## config.mk

```make
export PLATFORM = sky130hd
export DESIGN_NAME = controle_exibe_sequencia
export DESIGN_NICKNAME = d
export VERILOG_FILES = /design/src/rtl/jogo_pkg.sv /design/src/rtl/contador_m.sv /design/src/rtl/controle_exibe_sequencia.sv
export SDC_FILE = /design/constraint.sdc
export NUM_CORES = 1
export LEC_CHECK = 0
export CAP_MARGIN = 20
export CELL_PAD_IN_SITES_DETAIL_PLACEMENT = 1
export CELL_PAD_IN_SITES_GLOBAL_PLACEMENT = 1
export CORE_MARGIN = 2
export CORE_UTILIZATION = 30
export CTS_CLUSTER_DIAMETER = 120
export DETAILED_ROUTE_END_ITERATION = 7
export PLACE_DENSITY = 0.59
export SLEW_MARGIN = 20
export SYNTH_ARGS = -nofsm -noshare
export SYNTH_HDL_FRONTEND = slang
export SYNTH_SLANG_ARGS = --single-unit
```

## constraint.sdc

```tcl
create_clock -name clock -period 6.5 [get_ports clock]
set_input_delay 0.975 -clock clock [delete_from_list [all_inputs] [get_ports clock]]
set_output_delay 0.975 -clock clock [all_outputs]
set_load 0.05 [all_outputs]
```

## src/rtl/jogo_pkg.sv

```systemverilog
// Shared control-unit definitions: FSM state codes for the sequence
// display unit and the debug code shown for unused state encodings.
package jogo_pkg;

  typedef enum logic [3:0] {
    inicial    = 4'h0,
    preparacao = 4'h1,
    carrega    = 4'h2,
    acende     = 4'h3,
    apaga      = 4'h4,
    proximo    = 4'h5,
    fim_exibe  = 4'hA
  } estado_t;

  localparam logic [3:0] DB_INVALIDO = 4'hF;

endpackage

```

## src/rtl/contador_m.sv

```systemverilog
// Modulo-M up counter with synchronous clear and count enable.
// fim is high while the count sits at M-1.
module contador_m #(
  parameter int M = 16,
  parameter int N = 4
) (
  input  logic         clock,
  input  logic         reset,
  input  logic         zera,
  input  logic         conta,
  output logic [N-1:0] Q,
  output logic         fim
);

  localparam logic [N-1:0] MAXIMO = N'(M - 1);

  // Count register: clear has priority over enable, wraps after M-1.
  always_ff @(posedge clock or posedge reset) begin
    if (reset) begin
      Q <= '0;
    end else if (zera) begin
      Q <= '0;
    end else if (conta) begin
      if (Q == MAXIMO) Q <= '0;
      else             Q <= Q + 1'b1;
    end
  end

  // Terminal-count flag.
  always_comb begin
    fim = (Q == MAXIMO);
  end

endmodule

```

## src/rtl/controle_exibe_sequencia.sv

```systemverilog
// Sequence display controller: walks memory addresses 0..limite, lighting
// each one-hot item on the LEDs for T_ACESO cycles.
// Optional macro EXIBE_INTERVALO_EN adds a dark gap of T_APAGADO cycles
// (state apaga) after every item; without it items follow back to back.
module controle_exibe_sequencia
  import jogo_pkg::*;
#(
  parameter int T_ACESO   = 1000,
  parameter int T_APAGADO = 500
) (
  input  logic       clock,
  input  logic       reset,
  input  logic       mostrar,
  input  logic [3:0] limite,
  input  logic [3:0] dado_mem,
  output logic [3:0] endereco,
  output logic [3:0] leds,
  output logic       exibindo,
  output logic       pronto,
  output logic [3:0] db_estado
);

  // One timer serves both intervals; it is sized for the longer one so its
  // terminal flag marks the end of whichever interval is the longest.
  localparam int          M_TIMER     = (T_ACESO > T_APAGADO) ? T_ACESO : T_APAGADO;
  localparam logic [15:0] ULT_ACESO   = 16'(T_ACESO - 1);
  localparam logic [15:0] ULT_APAGADO = 16'(T_APAGADO - 1);

  estado_t     estado, estado_prox;
  logic [15:0] timer;
  logic        timer_fim, zera_timer, conta_timer;
  logic        fim_aceso, ultimo;
  logic [3:0]  limite_reg, item;

  contador_m #(.M(M_TIMER), .N(16)) u_timer (
    .clock (clock),
    .reset (reset),
    .zera  (zera_timer),
    .conta (conta_timer),
    .Q     (timer),
    .fim   (timer_fim)
  );

  assign fim_aceso = (T_ACESO >= T_APAGADO) ? timer_fim : (timer == ULT_ACESO);
  assign ultimo    = (endereco == limite_reg);

`ifdef EXIBE_INTERVALO_EN
  logic fim_apagado;
  assign fim_apagado = (T_APAGADO >= T_ACESO) ? timer_fim : (timer == ULT_APAGADO);
`endif

  // State register.
  always_ff @(posedge clock or posedge reset) begin
    if (reset) estado <= inicial;
    else       estado <= estado_prox;
  end

  // Next-state logic; mostrar only matters when idle or finished.
  always_comb begin
    estado_prox = estado;
    case (estado)
      inicial:    if (mostrar) estado_prox = preparacao;
      preparacao: estado_prox = carrega;
      carrega:    estado_prox = acende;
`ifdef EXIBE_INTERVALO_EN
      acende:     if (fim_aceso) estado_prox = apaga;
      apaga:      if (fim_apagado) estado_prox = ultimo ? fim_exibe : proximo;
`else
      acende:     if (fim_aceso) estado_prox = ultimo ? fim_exibe : proximo;
`endif
      proximo:    estado_prox = carrega;
      fim_exibe:  if (mostrar) estado_prox = preparacao;
      default:    estado_prox = inicial;
    endcase
  end

  // Timer restarts on every state change and runs only while lit or dark.
  always_comb begin
    zera_timer  = (estado_prox != estado) || (estado == preparacao) || (estado == carrega);
    conta_timer = (estado == acende) || (estado == apaga);
  end

  // Address, latched limit and item register.
  always_ff @(posedge clock or posedge reset) begin
    if (reset) begin
      endereco   <= '0;
      limite_reg <= '0;
      item       <= '0;
    end else begin
      case (estado)
        preparacao: begin
          endereco   <= '0;
          limite_reg <= limite;
        end
        carrega: item     <= dado_mem;
        proximo: endereco <= endereco + 4'd1;
        default: ;
      endcase
    end
  end

  // Moore outputs and debug state code.
  always_comb begin
    leds      = '0;
    exibindo  = 1'b0;
    pronto    = 1'b0;
    db_estado = DB_INVALIDO;
    case (estado)
      inicial:    db_estado = inicial;
      preparacao: db_estado = preparacao;
      carrega: begin
        db_estado = carrega;
        exibindo  = 1'b1;
      end
      acende: begin
        db_estado = acende;
        exibindo  = 1'b1;
        leds      = item;
      end
`ifdef EXIBE_INTERVALO_EN
      apaga: begin
        db_estado = apaga;
        exibindo  = 1'b1;
      end
`endif
      proximo: begin
        db_estado = proximo;
        exibindo  = 1'b1;
      end
      fim_exibe: begin
        db_estado = fim_exibe;
        pronto    = 1'b1;
      end
      default: ;
    endcase
  end

endmodule

```

Yosys cells after proc, flatten, opt, wreduce, memory -nomap -nowiden
Cells that the tools add are included.
Widths: inputs -> output; s select.
Operators by class
  add/sub/neg operators: 2
  equal/unequal tests: 9
  muxes and demuxes: 12
  reduce and logical (&&, ||, !) cells: 9
Operator list (count)
  $mux 16: 3
  $pmux 4 s6: 1
  $add 16x1->16 const B: 1
  $eq 16x10->1 const B: 1
  $mux 4: 4
  $pmux 4 s4: 1
  $eq 4x2->1 const B: 2
  $eq 4x3->1 const B: 2
  $pmux 4 s2: 1
  $add 4x1->4 const B: 1
  $eq 4x1->1 const B: 1
  $eq 4x4->1: 1
  $eq 4x4->1 const B: 1
  $logic_not 4->1: 1
  $ne 4x4->1: 1
  $reduce_bool 2->1: 2
  $reduce_or 2->1: 2
  $logic_or 1x1->1: 3
  $reduce_or 3->1: 1
  $mux 1: 2
Word-level totals
  output and inout port bits: 14
  input port bits: 11
  word-level logic and storage cells: 37
  flip-flop bits (word level): 32

Logic depth before layout (Yosys ltp)
Gate-level depths: netlist (run 1).
  depth after elaboration: 8
  depth in mapped cells: 8
  mapped depth without buffers: 6

Cells and area by module
A second synthesis (run 1) with hierarchy kept.
Second synthesis, totals
  cells, all modules: 201
  area total of the unflattened synthesis: 1860.5 um^2
Modules (own cells, without submodules)
  controle_exibe_sequencia: cells each 98, sequential area each 400.4 um^2, area each 964.7 um^2, times used 1
  contador_m: cells each 103, sequential area each 400.4 um^2, area each 895.9 um^2, times used 1

Worst setup path after synthesis (run 1)
No wires, ideal clock.
  path kind: register -> output
  from: register estado[0]
  to: output pronto
  setup slack: 3.693 ns
  buffers on the path: 1
  data required time: 5.525 ns
  arrival: 1.832 ns
  cell stages (with the launch flop): 4
  cells stage by stage: dfrtp_1 clkbuf_1 nand2b_1 nor3_1
Between the ends
  word-level cells in the longest chain between the ends: 2
Ends and longest elaborated chain
  start: declaration: line controle_exibe_sequencia.sv:29  | estado_t estado, estado_prox;
  start signal: assignment: line controle_exibe_sequencia.sv:54  | if (reset) estado <= inicial;
  start signal: assignment: line controle_exibe_sequencia.sv:55  | else estado <= estado_prox;
  $eq 4x4->1: line controle_exibe_sequencia.sv:108  | case (estado)
  $mux 1: line controle_exibe_sequencia.sv:108
  end: declaration: line controle_exibe_sequencia.sv:19  | output logic pronto,
Every way passes these cells.

Worst setup path after layout (run 1)
  from: register estado[0]
  to: output leds[2]
Between the ends
  word-level cells in the longest chain between the ends: 2
Ends and longest elaborated chain
  $eq 4x2->1: line controle_exibe_sequencia.sv:108
  $mux 4: line controle_exibe_sequencia.sv:108
  end: declaration: line controle_exibe_sequencia.sv:17  | output logic [3:0] leds,
Every way passes these cells.

==> results of run 1 <==
[path summary, 6_finish.rpt]
kind	end	cells after the start
setup / recovery	leds[2]	4
hold / removal	item[2]	1
setup reg to reg	u_timer.Q[2]	7
hold reg to reg	item[2]	1
max in group asynchronous	u_timer.Q[4]	3
min in group asynchronous	limite_reg[3]	3
[Yosys cell counts (2+ instances only)]
cell      instances
nor2_1           19
xor2_1            6
nand3b_1          6
nand3_1          12
nor3_1            7
buf_6             2
a31oi_1           3
mux2i_1           3
mux2_2            8
nand2_1          21
inv_1             4
o21ai_0          19
clkbuf_1          4
dfrtp_1          32
and2_1            5
nor4_1            2
or3_1             4
nand2b_1          4
nor2b_1           3
ha_1              2
nand4_1           4
a21oi_1          18
[critical path, stage by stage (launching register included)]
cell,delay [ns]
dfrtp_1,0.52
nand2_1,0.12
nor3_1,0.59
and2_1,0.24
clkdlybuf4s50_1,0.80
[cells in the final DEF (no fill, tap or decap), drive strengths merged]
master and count:
or3 4, nand3b 6, clkbuf 7, nand2 21
ha 2, o21ai 20, inv 4, nor4 3
dfrtp 32, nand2b 4, nand4 4, mux2 8
nand4b 1, or4 1, or4bb 1, and3 2
and2 5, bufinv 1, a31oi 3, nor2 19
nand3 12, mux2i 3, buf 2, nor2b 3
nor3 7, clkdlybuf4s50 24, xor2 6, or3b 2
a21oi 18, nor4b 1, a21o 1
[area by class of cell]
cell class                 instances  area (um^2)  share of cell area [%]
clock inverter                     1         30.0                    1.34
multi-input combinational        157          946                    42.2
inverter                           4         15.0                   0.670
tap                               75         93.8                    4.19
sequential                        32          801                    35.7
timing repair buffer              26          259                    11.6
clock buffer                       7         96.3                    4.30
[per-layer routing]
metal	vias to the layer above	wire length [um]	track usage, %
met4	0	62	5.50
met2	24	1980	23.2
li1	758	-	-
met5	-	0	0
met3	4	120	3.30
met1	717	2340	21.8
[through the flow]
| stage | setup slack, ns | util (%) |
|---|---|---|
| after global placement | 3.29 | 35.7 |
| final | 2.98 | 38.1 |
| after global routing | 2.78 | 38.1 |
| after floorplan | 3.69 | - |
| after detailed placement | 3.22 | 35.7 |
| after CTS | 2.90 | 37.9 |
[cell families (layout without fill, tap and decap cells)]
kind of cell	after synthesis	after routing
compound gates	42	42
xor+xnor	6	6
fa+ha+maj	2	2
buf+inv	13	38
flops	32	32
mux	11	11
simple gates	96	96
[where the power goes]
part	total [W]	switching (W)	internal [W]	leakage [nW]
sequential	0.000275	0.0000364	0.000238	0.421
clock	0.000212	0.0000765	0.000135	0.0645
combinational	0.000367	0.000238	0.000129	0.416
total	0.000854	0.000351	0.000503	0.901
==> results.cfg, run 1 <==
[synth]
ys_top_cells_by_area = dfrtp_1, o21ai_0, a21oi_1
ys.flop_type = dfrtp_1
synth_top_family_by_area = simple AND/OR/NAND/NOR gates
syn-cell-area_um2 = 1820
synth_xor_area_share_pct = 2.88
syn_inst = 202
ys_warn_count = 0
synth_area_leader_cell = dfrtp_1
syn_nets = 215
yosysUniqueCellTypes = 36
async_reset_ff_share_pct = 100
ys_ff_latch = 32
synth-edff-count = 0
synth.area.mux_share_pct = 6.58
synth_adder_area_share_pct = 1.37
synth_top_area_share_pct = 43.9
avgSynthCellArea_um2 = 9.03
synth_compound_area_share_pct = 12.5
synth-simple-area-share_pct = 28.5
ys_seq_area_share_pct = 43.9

[critical_path]
startpoint_type = register
rrSetupSlack_ns = 3.84
crit_type = reg2out
worst-path-max-fanout = 11
required_ns = 5.52
r2r_start = u_timer.Q[0]
startpoint = estado[0]
arrival_ns = 2.55
critPathCaptureType = primary output

[clock_tree]
numCtsBuffers = 5
clk_pin_slew_ns = 0.07
ctsHoldBuffers = 0
cts_max_path_buffers = 2
clk-insertion-delay-late_ns = 0.28
cts_sinks = 32
cts_tree = built
h-tree-depth = 2
cts-root-buf = clkbuf_8
post_cts_buffers = 0
post_cts_resized = 0

[drt]
drtPass1Iterations = 4
drtAntennaViolNets = 0
drt-total-wl_um = 4510
drt-vias-per-instance = 4.98
vias = 1503
wl_per_cell_um = 14.9
drc = 0
drtIter0Drc = 54

[sta]
timing.final.crit_share_pct = 54.2
final-hold-violation-count = 0
setup_viol = 0
rsz0062_at_grt = no
hold_ws_ns = 0.505
finClkSkew_ns = 0.00527
maxSlewHeadroom_pct = 43.6
setup_tns_ns = 0
clock.fmax_mhz = 284
slew_viol_final = 0
fin_crit_ns = 3.52
worst_slew_pin_slew_ns = 0.846

[min_path]
hold_path.class = reg2reg
min_from = item[2]

[job]
drv_cap = 0

[power_and_ir_drop]
p_leak_nw = 0.901
p_total_w = 0.000854
peakVddDrop_mv = 0.219
power_density_nw_per_um2 = 381

[finish]
nets = 239
area_growth_pct = 22.8
final_cells = 302
fill_cells = 695
n_antenna_cell = 0
design_area_um2 = 2240
regMostFlops = u_timer.Q
drive_gt1_share_pct = 10.1
largest_reg_flops = 16

[floorplanning]
fp-row-count = 28
die_h_um = 82.0
initial_core_util_pct = 31.0
fp.dieW_um = 82.0
core_area_um2 = 5890
io_pins = 25
die_area_um2 = 6720

[global_route]
grt_pass1_wl_um = 7830
grt_max_degree = 33
grt_overflow = 0
track_usage_pct = 15.4
antenna_found_initial = 0
grt_pass1_vias = 1558

[placed_design]
gp_congestion = 0.792
port_buffers = 24
place_area_um2 = 2100
dp.cells = 293
dpl.hpwl_um = 3130

[status]
status = finished, final reports clean
(Power assumes the default switching activity.)
==> inputs of run 2 (changes only) <==
- PLACE_DENSITY: 0.59 -> 0.61
- clock period: 6.5 -> 3.2 ns (I/O delays scaled with it)
==> run 2 against run 1 <==
  * Critical path depth rose by 1
  * First-iteration DRC count fell by 1.9%
  * Non-clock buffer count rose by 2
  * Sequential cell count did not move
  * Sequential share of layout area rose by 0.060 points
  * Final area fell by 0.17%
  * Cell count rose by 0.66%
  * Utilization fell by 0.064 points
  * Clock skew fell by 0.00050 ns
  * Worst setup slack got worse by 2.5 ns
  * Total power rose by 100%
==> results.cfg, run 2 (synthesis results as in run 1) <==
[critical_path]
path_buf_inv = 2
crit_path_cell_trace = nand2_1, nor3_1, buf_4, and2_1, clkdlybuf4s50_1
cpMaxStageDelayCell = clkdlybuf4s50_1
critPathCaptureType = primary output
crit_type = reg2out
startpoint_type = register
worst-path-max-fanout = 11
required_ns = 2.72
cp_slowest_stage_delay_ns = 0.80
arrival_ns = 2.20
critPathTopFamily = buffers and inverters

[power_and_ir_drop]
p_switching_w = 0.000722
p_total_w = 0.00172
p_leak_nw = 0.899
p_seq_share_pct = 32.3
switching_share_pct = 42.0
power.internal_w = 0.000998
p_clk_share_pct = 22.5
pwr-share-comb_pct = 45.2
peakVddDrop_mv = 0.392
power_density_nw_per_um2 = 769

[floorplanning]
die_h_um = 82.0
fp.dieW_um = 82.0
io_pins = 25
fp-row-count = 28
initial_core_util_pct = 31.0
core_area_um2 = 5890
die_area_um2 = 6720

[placed_design]
dp_slack_ns = 0.830
place_area_um2 = 2130
gp_congestion = 0.742
port_buffers = 24
dp.cells = 296
dpl.hpwl_um = 3160

[sta]
slew_viol_final = 0
setup_viol = 0
setup_tns_ns = 0
finClkSkew_ns = 0.00477
clock.fmax_mhz = 374
timing.final.crit_share_pct = 83.6
rsz0062_at_grt = no
final-hold-violation-count = 0
finalWorstSetupSlack_ns = 0.523
fin_crit_ns = 2.68
worst_slew_pin_slew_ns = 0.817
maxSlewHeadroom_pct = 45.1

[drt]
top_layer = met4
vias = 1574
wl_met3_um = 140
drtAntennaViolNets = 0
drtPass1Iterations = 4
routedLengthMet1_um = 2330
route.met2.wl_um = 2100
drt-total-wl_um = 4610
drtIter0Drc = 53
wl_per_cell_um = 15.2
drc = 0
drt-vias-per-instance = 5.18

[clock_tree]
post_cts_buffers = 0
cts-root-buf = clkbuf_8
clk-insertion-delay-late_ns = 0.28
cts_max_path_buffers = 2
cts_sinks = 32
h-tree-depth = 2
clk_pin_slew_ns = 0.07
numCtsBuffers = 5
cts_tree = built
ctsHoldBuffers = 0
post_cts_resized = 0

[finish]
drive_gt1_share_pct = 10.9
layout_commonest_cell = dfrtp_1
area_growth_pct = 22.6
fill_cells = 709
layout_common_cells = dfrtp_1, clkdlybuf4s50_1, nand2_1
n_antenna_cell = 0
nets = 241
regMostFlops = u_timer.Q
design_area_um2 = 2240
final_cells = 304
multi_input_area_um2 = 946
largest_reg_flops = 16
layout.area.seq_um2 = 801

[job]
drv_cap = 0

[status]
status = finished, final reports clean

[global_route]
antenna_found_initial = 0
grt_overflow = 0
track_usage_pct = 15.7
grt_pass1_wl_um = 8020
grt_pass1_vias = 1555
grt_max_degree = 33

[min_path]
hold_path.class = reg2reg
[run 2: cell count changes in the layout (fill, tap and decap cells not counted)]
| cell | previous run | this run |
|---|---|---|
| buf_4 | 1 | 4 |
| clkbuf_8 | 7 | 5 |
| buf_6 | 1 | 0 |
| clkinv_2 | 0 | 1 |
| clkinvlp_4 | 0 | 1 |
[run 2: through the flow]
stage | hold WS [ns] | utilization (%)
3_3_place_gp | 0.492 | 36.1
4_1_cts | 0.505 | 38.0
2_1_floorplan | 0.472 | -
3_5_place_dp | 0.488 | 36.1
5_1_grt | 0.527 | 38.0
6_report | 0.500 | 38.0
[run 2: power by group through the flow]
| stage | clock network (W) | registers [W] | logic [W] |
|---|---|---|---|
| final | 0.000387 | 0.000555 | 0.000777 |
| after floorplan | 0 | 0.000526 | 0.000582 |
| after CTS | 0.000402 | 0.000557 | 0.000790 |
| after global routing | 0.000421 | 0.000573 | 0.000855 |
| after detailed placement | 0 | 0.000564 | 0.000786 |
| after global placement | 0 | 0.000563 | 0.000783 |
[run 2: layout make-up]
class	count	area share (%)
repair buffers	28	12.1
clock inverters	3	1.90
inverters	4	0.671
multi-input cells	157	42.3
clock buffers	5	3.08
well taps	75	4.19
flip-flops and latches	32	35.8
[run 2: per-layer routing]
layer	GRT usage [%]	vias to the layer above
li1	-	763
met2	24.6	34
met1	22.1	773
met5	0	-
met3	3.19	4
met4	4.00	0
[run 2: worst paths after layout]
kind	cells after the start	to	slack, ns	startpoint
worst max-delay path	5	leds[1]	0.52	estado[0]
worst min-delay path	1	item[2]	0.50	item[2]
worst max register to register	7	u_timer.Q[5]	0.86	u_timer.Q[0]
worst min register to register	1	item[2]	0.50	item[2]
max in group asynchronous	3	u_timer.Q[4]	2.29	reset
min in group asynchronous	3	item[3]	0.59	reset
==> inputs of run 3 (changes only) <==
- PLACE_DENSITY: 0.61 -> 0.59
- clock period: 3.2 -> 2.6 ns (I/O delays scaled with it)
==> run 3 against run 2 <==
  * Worst setup slack lost 0.30 ns
  * Routed wire length shrank 3.3%
  * Cell count grew 0.99%
  * Combinational power grew 36%
  * Final area grew 3.7%
  * Clock power grew 37%
  * Utilization grew 1.4 points
  * Via count grew 0.44%
  * Global-route usage shrank 0.58 points
  * Clock-buffer cell count grew 2
  * Sequential share of layout area shrank 1.3 points
  * Clock skew is essentially flat
  * Critical path type unchanged
  * Largest power group unchanged
==> results.cfg, run 3 (synthesis results as in run 1) <==
[power_and_ir_drop]
switching_share_pct = 39.2
p_leak_nw = 0.983
p_total_w = 0.00228
p_switching_w = 0.000893
p_clk_share_pct = 23.4
peakVddDrop_mv = 0.564
power.internal_w = 0.00138
p_seq_share_pct = 30.0
pwr-share-comb_pct = 46.6
power_density_nw_per_um2 = 981

[critical_path]
crit_path_cell_trace = inv_1, nand2_1, a21oi_1, clkdlybuf4s50_1
cp_slowest_stage_delay_ns = 0.81
arrival_ns = 1.98
critPathCaptureType = primary output
rrSetupSlack_ns = 0.33
startpoint_type = register
path_buf_inv = 2
worst-path-max-fanout = 7
cpMaxStageDelayCell = clkdlybuf4s50_1
required_ns = 2.21
crit_type = reg2out
critPathTopFamily = buffers and inverters

[drt]
drt-vias-per-instance = 5.15
drc = 0
drt-total-wl_um = 4460
drtIter0Drc = 66
wl_per_cell_um = 14.5
drtAntennaViolNets = 0
drtPass1Iterations = 4
vias = 1581

[finish]
drive_gt1_share_pct = 13.8
regMostFlops = u_timer.Q
layout_commonest_cell = dfrtp_1
multi_input_area_um2 = 946
design_area_um2 = 2320
largest_reg_flops = 16
layout.area.seq_um2 = 801
fin_util_pct = 39.4
layout_common_cells = dfrtp_1, nand2_1, nor2_1, o21ai_0
area_growth_pct = 27.2
n_antenna_cell = 0
fill_cells = 695
final_cells = 307
nets = 244

[sta]
rsz0062_at_grt = no
slew_viol_final = 0
maxSlewHeadroom_pct = 59.3
setup_viol = 0
timing.final.crit_share_pct = 91.3
worst_slew_pin_slew_ns = 0.604
final-hold-violation-count = 0
finClkSkew_ns = 0.00500
clock.fmax_mhz = 421
setup_tns_ns = 0
fin_crit_ns = 2.37

[floorplanning]
die_area_um2 = 6720
io_pins = 25
core_area_um2 = 5890
fp.dieW_um = 82.0
die_h_um = 82.0
initial_core_util_pct = 31.0
fp-row-count = 28

[clock_tree]
cts_tree = built
clk_pin_slew_ns = 0.07
cts_max_path_buffers = 2
cts-root-buf = clkbuf_8
cts_sinks = 32
clk-insertion-delay-late_ns = 0.29
numCtsBuffers = 5
post_cts_buffers = 0
h-tree-depth = 2

[global_route]
antenna_found_initial = 0
grt_pass1_wl_um = 7850
grt_pass1_vias = 1560
grt_overflow = 0
track_usage_pct = 15.1
grt_max_degree = 33

[placed_design]
dp.cells = 299
place_area_um2 = 2190
dpl.hpwl_um = 3140
gp_congestion = 0.744
port_buffers = 24

[min_path]
hold_path.class = in2async

[job]
drv_cap = 0

[status]
status = finished, final reports clean
==> run 3: cell count changes in the layout (fill, tap and decap cells not counted), sizes merged <==
cell           delta
buf               +7
clkbuf            +2
clkdlybuf4s50     -6
clkinv            -1
clkinvlp          -1
dlymetal6s2s      +2
==> run 3: power by group through the flow <==
stage               sequential (W)  combinational, W  clock [W]
CTS                       0.000686           0.00108   0.000550
global placement          0.000691           0.00107          0
detailed placement        0.000696           0.00108          0
global route              0.000706           0.00115   0.000561
finish                    0.000683           0.00106   0.000532
floorplan                 0.000648          0.000716          0
==> run 3: layout make-up <==
class	instances	share of cell area, %
Clock buffer	7	4.15
Clock inverter	1	1.29
Inverter	4	0.647
Multi-Input combinational cell	157	40.8
Sequential cell	32	34.5
Tap cell	75	4.05
Timing Repair Buffer	31	14.6
==> run 3: per-stage QoR <==
step / setup WS [ns] / hold WS (ns)
after global placement: 0.364 / 0.481
after floorplan: 0.378 / 0.472
final: 0.227 / 0.498
after detailed placement: 0.363 / 0.489
after CTS: 0.0810 / 0.505
after global routing: 0.0938 / 0.526
==> run 3: worst min-delay path, cell delays in order <==
cell and delay, ns:
clkdlybuf4s50_1 0.40, inv_1 0.05, buf_4 0.37
==> run 3: final timing paths <==
check | start | to | cells after the start
max | estado[2] | exibindo | 4
min | reset | item[3] | 3
max in group asynchronous | reset | u_timer.Q[9] | 3
max reg2reg | u_timer.Q[0] | u_timer.Q[4] | 7
min in group clock | item[3] | item[3] | 1
min reg2reg | item[3] | item[3] | 1
==> run 3: timing repair <==
action / CTS / global route
resized for setup: 0 / 2
hold endpoints to repair: 0 / 0
setup endpoints to repair: 0 / 2
hold buffers: 0 / 0
==> run 3: per-layer routing <==
layer | share of wire [%] | GRT usage, %
met1 | 51 | 22.0
met2 | 45 | 22.5
met3 | 2.7 | 2.31
met4 | 1.4 | 5.50
met5 | 0 | 0
